[config.mk]
export PLATFORM = sky130hd
export DESIGN_NAME = id_ex_stage_flat
export DESIGN_NICKNAME = d
export VERILOG_FILES = /design/src/rtl/id_ex_stage_if.sv /design/src/rtl/id_ex_stage.sv /design/src/flat_wrapper.sv
export SDC_FILE = /design/constraint.sdc
export NUM_CORES = 1
export LEC_CHECK = 0
export CORE_ASPECT_RATIO = 1.75
export CORE_MARGIN = 2
export CORE_UTILIZATION = 42
export DETAILED_ROUTE_END_ITERATION = 10
export HOLD_SLACK_MARGIN = 0.05
export PLACE_DENSITY = 0.9
export SYNTH_ARGS = -nofsm -noshare
export SYNTH_HDL_FRONTEND = slang
export SYNTH_SLANG_ARGS = --single-unit
[constraint.sdc]
create_clock -name clk -period 3.3 [get_ports clk]
set_input_delay 0.825 -clock clk [delete_from_list [all_inputs] [get_ports clk]]
set_output_delay 0.825 -clock clk [all_outputs]
set_load 0.005 [all_outputs]
[src/rtl/id_ex_stage_if.sv]
// id_ex_stage_if: ID-stage fields, MEM/WB forward sources and EX-side outputs of the ID/EX stage.
interface id_ex_stage_if;
    logic        stall;
    logic        flush;
    logic        id_valid;
    logic [31:0] id_rs_data;
    logic [31:0] id_rt_data;
    logic [4:0]  id_rs_addr;
    logic [4:0]  id_rt_addr;
    logic [4:0]  id_rd_addr;
    logic [4:0]  id_shamt;
    logic [31:0] id_imm32;
    logic        id_alusrc_a;
    logic        id_alusrc_b;
    logic [5:0]  id_alufun;
    logic        id_regwrite;
    logic        id_memread;
    logic        id_memwrite;
    logic        mem_regwrite;
    logic [4:0]  mem_rd_addr;
    logic [31:0] mem_result;
    logic        wb_regwrite;
    logic [4:0]  wb_rd_addr;
    logic [31:0] wb_result;
    logic        ex_valid;
    logic [31:0] ex_alu_a;
    logic [31:0] ex_alu_b;
    logic [5:0]  ex_alufun;
    logic [31:0] ex_store_data;
    logic [4:0]  ex_rd_addr;
    logic        ex_regwrite;
    logic        ex_memread;
    logic        ex_memwrite;
    logic [1:0]  ex_fwd_a;
    logic [1:0]  ex_fwd_b;
    logic        load_use_hazard;

    modport master (
        output stall, flush, id_valid, id_rs_data, id_rt_data, id_rs_addr, id_rt_addr, id_rd_addr,
               id_shamt, id_imm32, id_alusrc_a, id_alusrc_b, id_alufun, id_regwrite, id_memread,
               id_memwrite, mem_regwrite, mem_rd_addr, mem_result, wb_regwrite, wb_rd_addr, wb_result,
        input  ex_valid, ex_alu_a, ex_alu_b, ex_alufun, ex_store_data, ex_rd_addr, ex_regwrite,
               ex_memread, ex_memwrite, ex_fwd_a, ex_fwd_b, load_use_hazard
    );

    modport slave (
        input  stall, flush, id_valid, id_rs_data, id_rt_data, id_rs_addr, id_rt_addr, id_rd_addr,
               id_shamt, id_imm32, id_alusrc_a, id_alusrc_b, id_alufun, id_regwrite, id_memread,
               id_memwrite, mem_regwrite, mem_rd_addr, mem_result, wb_regwrite, wb_rd_addr, wb_result,
        output ex_valid, ex_alu_a, ex_alu_b, ex_alufun, ex_store_data, ex_rd_addr, ex_regwrite,
               ex_memread, ex_memwrite, ex_fwd_a, ex_fwd_b, load_use_hazard
    );
endinterface

[src/rtl/id_ex_stage.sv]
// id_ex_stage: ID/EX pipeline register with MEM/WB forwarding, ALU operand muxing,
// load-use detection and stall/flush handling where a flush seen during a stall is deferred.
module id_ex_stage (
    input  logic         clk,
    input  logic         reset,
    id_ex_stage_if.slave bus
);
    typedef struct packed {
        logic        valid;
        logic [31:0] rs_data;
        logic [31:0] rt_data;
        logic [4:0]  rs_addr;
        logic [4:0]  rt_addr;
        logic [4:0]  rd_addr;
        logic [4:0]  shamt;
        logic [31:0] imm;
        logic        alusrc_a;
        logic        alusrc_b;
        logic [5:0]  alufun;
        logic        regwrite;
        logic        memread;
        logic        memwrite;
    } ex_fields_t;

    ex_fields_t  r_ex;
    ex_fields_t  w_id;
    logic        r_pend_flush;
    logic        w_mem_a, w_wb_a, w_mem_b, w_wb_b;
    logic [31:0] w_fwd_rs, w_fwd_rt;

    // An invalid ID slot is captured as an all-zero bubble.
    assign w_id = bus.id_valid ? ex_fields_t'{
        valid: 1'b1, rs_data: bus.id_rs_data, rt_data: bus.id_rt_data,
        rs_addr: bus.id_rs_addr, rt_addr: bus.id_rt_addr, rd_addr: bus.id_rd_addr,
        shamt: bus.id_shamt, imm: bus.id_imm32, alusrc_a: bus.id_alusrc_a,
        alusrc_b: bus.id_alusrc_b, alufun: bus.id_alufun, regwrite: bus.id_regwrite,
        memread: bus.id_memread, memwrite: bus.id_memwrite} : '0;

    always_ff @(posedge clk) begin
        if (!reset) begin
            r_ex         <= '0;
            r_pend_flush <= 1'b0;
        end else if (bus.stall) begin
            r_pend_flush <= r_pend_flush | bus.flush;
        end else begin
            r_ex         <= (bus.flush || r_pend_flush) ? '0 : w_id;
            r_pend_flush <= 1'b0;
        end
    end

    assign w_mem_a = bus.mem_regwrite && bus.mem_rd_addr != 5'd0 && bus.mem_rd_addr == r_ex.rs_addr;
    assign w_wb_a  = bus.wb_regwrite  && bus.wb_rd_addr  != 5'd0 && bus.wb_rd_addr  == r_ex.rs_addr;
    assign w_mem_b = bus.mem_regwrite && bus.mem_rd_addr != 5'd0 && bus.mem_rd_addr == r_ex.rt_addr;
    assign w_wb_b  = bus.wb_regwrite  && bus.wb_rd_addr  != 5'd0 && bus.wb_rd_addr  == r_ex.rt_addr;

    assign w_fwd_rs = w_mem_a ? bus.mem_result : w_wb_a ? bus.wb_result : r_ex.rs_data;
    assign w_fwd_rt = w_mem_b ? bus.mem_result : w_wb_b ? bus.wb_result : r_ex.rt_data;

    assign bus.ex_valid      = r_ex.valid;
    assign bus.ex_alu_a      = r_ex.alusrc_a ? {27'b0, r_ex.shamt} : w_fwd_rs;
    assign bus.ex_alu_b      = r_ex.alusrc_b ? r_ex.imm : w_fwd_rt;
    assign bus.ex_store_data = w_fwd_rt;
    assign bus.ex_alufun     = r_ex.alufun;
    assign bus.ex_rd_addr    = r_ex.rd_addr;
    assign bus.ex_regwrite   = r_ex.regwrite;
    assign bus.ex_memread    = r_ex.memread;
    assign bus.ex_memwrite   = r_ex.memwrite;
    assign bus.ex_fwd_a      = !r_ex.valid ? 2'b00 : w_mem_a ? 2'b10 : w_wb_a ? 2'b01 : 2'b00;
    assign bus.ex_fwd_b      = !r_ex.valid ? 2'b00 : w_mem_b ? 2'b10 : w_wb_b ? 2'b01 : 2'b00;

    assign bus.load_use_hazard = r_ex.valid && r_ex.memread && r_ex.rd_addr != 5'd0 && bus.id_valid &&
                                 (r_ex.rd_addr == bus.id_rs_addr || r_ex.rd_addr == bus.id_rt_addr);
endmodule

[src/flat_wrapper.sv]
// flat-port wrapper written by rule: the top's interface ports become plain ports
module id_ex_stage_flat 
  (clk, reset, bus_stall, bus_flush, bus_id_valid, bus_id_rs_data, bus_id_rt_data, bus_id_rs_addr, bus_id_rt_addr, bus_id_rd_addr, bus_id_shamt, bus_id_imm32, bus_id_alusrc_a, bus_id_alusrc_b, bus_id_alufun, bus_id_regwrite, bus_id_memread, bus_id_memwrite, bus_mem_regwrite, bus_mem_rd_addr, bus_mem_result, bus_wb_regwrite, bus_wb_rd_addr, bus_wb_result, bus_ex_valid, bus_ex_alu_a, bus_ex_alu_b, bus_ex_alufun, bus_ex_store_data, bus_ex_rd_addr, bus_ex_regwrite, bus_ex_memread, bus_ex_memwrite, bus_ex_fwd_a, bus_ex_fwd_b, bus_load_use_hazard);
  id_ex_stage_if bus_i ();
  input  logic clk;
  input  logic reset;
  input wire logic [$bits(bus_i.stall)-1:0] bus_stall;
  input wire logic [$bits(bus_i.flush)-1:0] bus_flush;
  input wire logic [$bits(bus_i.id_valid)-1:0] bus_id_valid;
  input wire logic [$bits(bus_i.id_rs_data)-1:0] bus_id_rs_data;
  input wire logic [$bits(bus_i.id_rt_data)-1:0] bus_id_rt_data;
  input wire logic [$bits(bus_i.id_rs_addr)-1:0] bus_id_rs_addr;
  input wire logic [$bits(bus_i.id_rt_addr)-1:0] bus_id_rt_addr;
  input wire logic [$bits(bus_i.id_rd_addr)-1:0] bus_id_rd_addr;
  input wire logic [$bits(bus_i.id_shamt)-1:0] bus_id_shamt;
  input wire logic [$bits(bus_i.id_imm32)-1:0] bus_id_imm32;
  input wire logic [$bits(bus_i.id_alusrc_a)-1:0] bus_id_alusrc_a;
  input wire logic [$bits(bus_i.id_alusrc_b)-1:0] bus_id_alusrc_b;
  input wire logic [$bits(bus_i.id_alufun)-1:0] bus_id_alufun;
  input wire logic [$bits(bus_i.id_regwrite)-1:0] bus_id_regwrite;
  input wire logic [$bits(bus_i.id_memread)-1:0] bus_id_memread;
  input wire logic [$bits(bus_i.id_memwrite)-1:0] bus_id_memwrite;
  input wire logic [$bits(bus_i.mem_regwrite)-1:0] bus_mem_regwrite;
  input wire logic [$bits(bus_i.mem_rd_addr)-1:0] bus_mem_rd_addr;
  input wire logic [$bits(bus_i.mem_result)-1:0] bus_mem_result;
  input wire logic [$bits(bus_i.wb_regwrite)-1:0] bus_wb_regwrite;
  input wire logic [$bits(bus_i.wb_rd_addr)-1:0] bus_wb_rd_addr;
  input wire logic [$bits(bus_i.wb_result)-1:0] bus_wb_result;
  output wire logic [$bits(bus_i.ex_valid)-1:0] bus_ex_valid;
  output wire logic [$bits(bus_i.ex_alu_a)-1:0] bus_ex_alu_a;
  output wire logic [$bits(bus_i.ex_alu_b)-1:0] bus_ex_alu_b;
  output wire logic [$bits(bus_i.ex_alufun)-1:0] bus_ex_alufun;
  output wire logic [$bits(bus_i.ex_store_data)-1:0] bus_ex_store_data;
  output wire logic [$bits(bus_i.ex_rd_addr)-1:0] bus_ex_rd_addr;
  output wire logic [$bits(bus_i.ex_regwrite)-1:0] bus_ex_regwrite;
  output wire logic [$bits(bus_i.ex_memread)-1:0] bus_ex_memread;
  output wire logic [$bits(bus_i.ex_memwrite)-1:0] bus_ex_memwrite;
  output wire logic [$bits(bus_i.ex_fwd_a)-1:0] bus_ex_fwd_a;
  output wire logic [$bits(bus_i.ex_fwd_b)-1:0] bus_ex_fwd_b;
  output wire logic [$bits(bus_i.load_use_hazard)-1:0] bus_load_use_hazard;
  assign bus_i.stall = bus_stall;
  assign bus_i.flush = bus_flush;
  assign bus_i.id_valid = bus_id_valid;
  assign bus_i.id_rs_data = bus_id_rs_data;
  assign bus_i.id_rt_data = bus_id_rt_data;
  assign bus_i.id_rs_addr = bus_id_rs_addr;
  assign bus_i.id_rt_addr = bus_id_rt_addr;
  assign bus_i.id_rd_addr = bus_id_rd_addr;
  assign bus_i.id_shamt = bus_id_shamt;
  assign bus_i.id_imm32 = bus_id_imm32;
  assign bus_i.id_alusrc_a = bus_id_alusrc_a;
  assign bus_i.id_alusrc_b = bus_id_alusrc_b;
  assign bus_i.id_alufun = bus_id_alufun;
  assign bus_i.id_regwrite = bus_id_regwrite;
  assign bus_i.id_memread = bus_id_memread;
  assign bus_i.id_memwrite = bus_id_memwrite;
  assign bus_i.mem_regwrite = bus_mem_regwrite;
  assign bus_i.mem_rd_addr = bus_mem_rd_addr;
  assign bus_i.mem_result = bus_mem_result;
  assign bus_i.wb_regwrite = bus_wb_regwrite;
  assign bus_i.wb_rd_addr = bus_wb_rd_addr;
  assign bus_i.wb_result = bus_wb_result;
  assign bus_ex_valid = bus_i.ex_valid;
  assign bus_ex_alu_a = bus_i.ex_alu_a;
  assign bus_ex_alu_b = bus_i.ex_alu_b;
  assign bus_ex_alufun = bus_i.ex_alufun;
  assign bus_ex_store_data = bus_i.ex_store_data;
  assign bus_ex_rd_addr = bus_i.ex_rd_addr;
  assign bus_ex_regwrite = bus_i.ex_regwrite;
  assign bus_ex_memread = bus_i.ex_memread;
  assign bus_ex_memwrite = bus_i.ex_memwrite;
  assign bus_ex_fwd_a = bus_i.ex_fwd_a;
  assign bus_ex_fwd_b = bus_i.ex_fwd_b;
  assign bus_load_use_hazard = bus_i.load_use_hazard;
  id_ex_stage u_core (.clk(clk), .reset(reset), .bus(bus_i));
endmodule
==> impl_metrics.ini <==
[sta]
finalHoldViolations = 0
skew_ns = 0.008431
drv_slew = 0
tightest_slew_ns = 0.9456
slew_headroom_pct = 36.47
min_period_over_period_pct = 123.4
worst_slack_ns = -0.7706
fmax_mhz = 245.7
grt_setup_unrepaired = true
final.setup.tns_ns = -44.44
setup_viol = 99
hold_slack_ns = 0.4893
final.min_clock_period_ns = 4.071

[drt]
drt-total-wl_um = 56420
remaining_drc_errors = 2
dr.pass1.iters = 11
drt_first_iter_violations = 1852
via_count = 10900
postRouteAntennaNets = 0
avgViaCountPerCell = 7.892
routedWlPerCell_um = 40.86

[power]
vdd_drop_max_uv = 428.9
p_per_area_nw_per_um2 = 333.5
p_leak_nw = 5.770

[critical_path]
crit_arrival_ns = 3.25
worstPathRequired_ns = 2.47
criticalPathCategory = input port to output pin
endpoint_kind = output pin
worst_r2r_endpoint = u_core.r_ex[92]$_SDFFE_PN0N_
regToRegSetupSlack_ns = 1.50
worst_setup_path_start_kind = input port
rr_startpoint = u_core.r_pend_flush$_SDFF_PN0_
r2r_cells = 3
cp_max_fo = 7

[die]
fp.dieW_um = 100.5
row_count = 61
fp.dieH_um = 172.9
num_io_pins = 324
core_um2 = 15950
floorplan.initialDensity_pct = 42.91
fp.dieArea_um2 = 17370

[synthesis]
syn_inst = 709
syn_avg_cell_area_um2 = 9.653
ys_ff_latch = 129
ys_warn_count = 0
synth_area_um2 = 6844
ys_types = 41
synth.net_count = 917
yosysSeqAreaShare_pct = 37.73

[clocking]
htreeDepth = 4
clk_pin_slew_ns = 0.06
clockBufferDepth = 2
cts_root_buffer = clkbuf_16
worstSkewPairLatency_ns = 0.46
cts_buffers = 17
numClockSinks = 129
cts_tree = built

[grt]
grt_pass1_wl_um = 62600
grtUsageTotal_pct = 47.89
antenna_found_initial = 11
grt_pass1_vias = 10010
grt_overflow = 0
grt_max_degree = 67

[placed_design]
gp_congestion = 0.9183
dp_hpwl_um = 20000
dp_cells = 1211
numPortBuffers = 323

[final_layout]
final_util_pct = 93.91
final_cell_mix = 208 x clkdlybuf4s50_1, 128 x buf_6, 127 x a22o_1
final_cells = 1381
fin_nets = 1380
drive_gt1_share_pct = 49.70
area_growth_pct = 118.9
final_common_cell = clkdlybuf4s50_1

[min_path]
whs_path_depth = 1
min_path_type = flop to flop
hp-start = u_core.r_ex[13]$_SDFFE_PN0N_
min_to = u_core.r_ex[13]$_SDFFE_PN0N_

[status]
outcome = complete, but fails checks
violations = DRC, setup timing

[flow_run]
cap_violations = 0
## what timing repair did
item                                    in CTS  in global routing
hold buffers                                 0                  0
gates resized for setup                    867                 85
endpoints found under the setup margin     101                101
gates cloned                                18                  1
hold endpoints to repair                     0                  0
setup buffers                               95                 36
pin swaps                                  121                 64
## metal layers
metal	GRT usage, %	vias to the layer above	share of wire (%)
met5	0	-	0.13
met4	35.10	4	14
met3	14.31	729	15
met2	79.45	1446	42
met1	50.14	4987	29
li1	-	3733	-
## synth_stat cells
master       n  area [µm²]
a211oi_1    27       202.7
a21o_1       1       7.510
a21oi_1      1       5.000
a221o_1      1       10.01
a221oi_1     3       26.28
a221oi_2     2       30.03
a22o_1     127        1112
a31oi_1     32       200.2
and2_1       1       6.260
and3_1       2       12.51
buf_1        1       3.750
buf_2        8       40.04
buf_4       16       120.1
buf_6        9       101.4
buf_8        3       45.04
clkbuf_1    60       225.2
clkbuf_2     1       5.000
dfxtp_1    129        2582
inv_1        8       30.03
mux2_1      23       259.0
mux2_2       9       101.4
mux2i_1     32       320.3
nand2_1      2       7.510
nand3_1     34       170.2
nand4_1      2       12.51
nor2_1      30       112.6
nor2b_1      1       6.260
nor3_1      39       195.2
nor4_1       2       12.51
nor4_4       1       21.27
o2111ai_1    2       17.52
o211ai_2     1       12.51
o21a_1       1       7.510
o221ai_1     1       8.760
o41ai_1     32       280.3
or2_1        1       6.260
or4_1       35       262.8
or4_4        1       11.26
xnor2_1     15       131.4
xnor2_2      1       16.27
xor2_1      12       105.1
## report_power, final
part	switching (mW)	internal (mW)	total, mW
sequential	0.0520	1.59	1.65
combinational	0.600	0.663	1.26
clock	0.862	1.23	2.09
## cell families (layout without fill, tap and decap cells)
group | Yosys count | after routing | synth area share, %
buffers and inverters | 106 | 582 | 8.336
AND/OR/NAND/NOR | 151 | 151 | 12.23
flip-flops | 129 | 129 | 37.73
XOR/XNOR | 28 | 28 | 3.693
multiplexers | 64 | 64 | 9.945
other | 0 | 7 | 0
AO/OA/AOI/OAI | 231 | 231 | 28.06
## through the flow
step	instance area (µm²)	power, mW	setup slack (ns)
after floorplan	6844	1.900	0.09146
after global placement	10760	2.414	-1.077
after detailed placement	10760	2.430	-1.215
after CTS	14530	4.660	-0.4080
after global routing	14980	5.026	-0.7555
final	14980	4.997	-0.7706
## sequential cells by signal (all words and copies together), names as in the netlist
signal and count:
u_core.r_ex 113, u_core.bus.ex_rd_addr 5, u_core.bus.ex_regwrite 1, u_core.bus.ex_alufun 6, u_core.r_pend_flush 1, u_core.bus.ex_memwrite 1, u_core.bus.ex_memread 1, u_core.bus.ex_valid 1
## worst max-delay path, cell delays in order
cell and delay (ns):
buf_8 0.11, xor2_2 0.15, a221o_2 0.43, buf_12 0.19
buf_12 0.15, buf_6 0.13, o41ai_4 0.48, a31oi_4 0.20
buf_6 0.16, mux2_4 0.28, buf_6 0.12
## worst max-delay path by stage
stage / from / to / slack (ns) / cells past startpoint
2_1_floorplan: bus_wb_rd_addr[0] / bus_ex_alu_b[13] / 0.09 / 8
3_3_place_gp: bus_wb_rd_addr[3] / bus_ex_alu_b[5] / -1.08 / 9
3_5_place_dp: bus_mem_rd_addr[3] / bus_ex_alu_a[11] / -1.21 / 8
4_1_cts: bus_wb_rd_addr[1] / bus_ex_alu_b[12] / -0.41 / 10
5_1_grt: bus_wb_rd_addr[1] / bus_ex_alu_b[14] / -0.76 / 11
6_report: bus_wb_rd_addr[1] / bus_ex_alu_b[3] / -0.77 / 11
## area by class of cell
cell class / count / area (µm²)
diodes: 7 / 17.52
repair buffers: 542 / 5972
well taps: 189 / 236.5
clock buffers: 22 / 464.2
clock inverters: 10 / 133.9
flip-flops and latches: 129 / 2586
multi-input cells: 474 / 5540
inverters: 8 / 30.03
fillers: 424 / 970.9
Note: power is estimated with default switching activity, not from simulation.
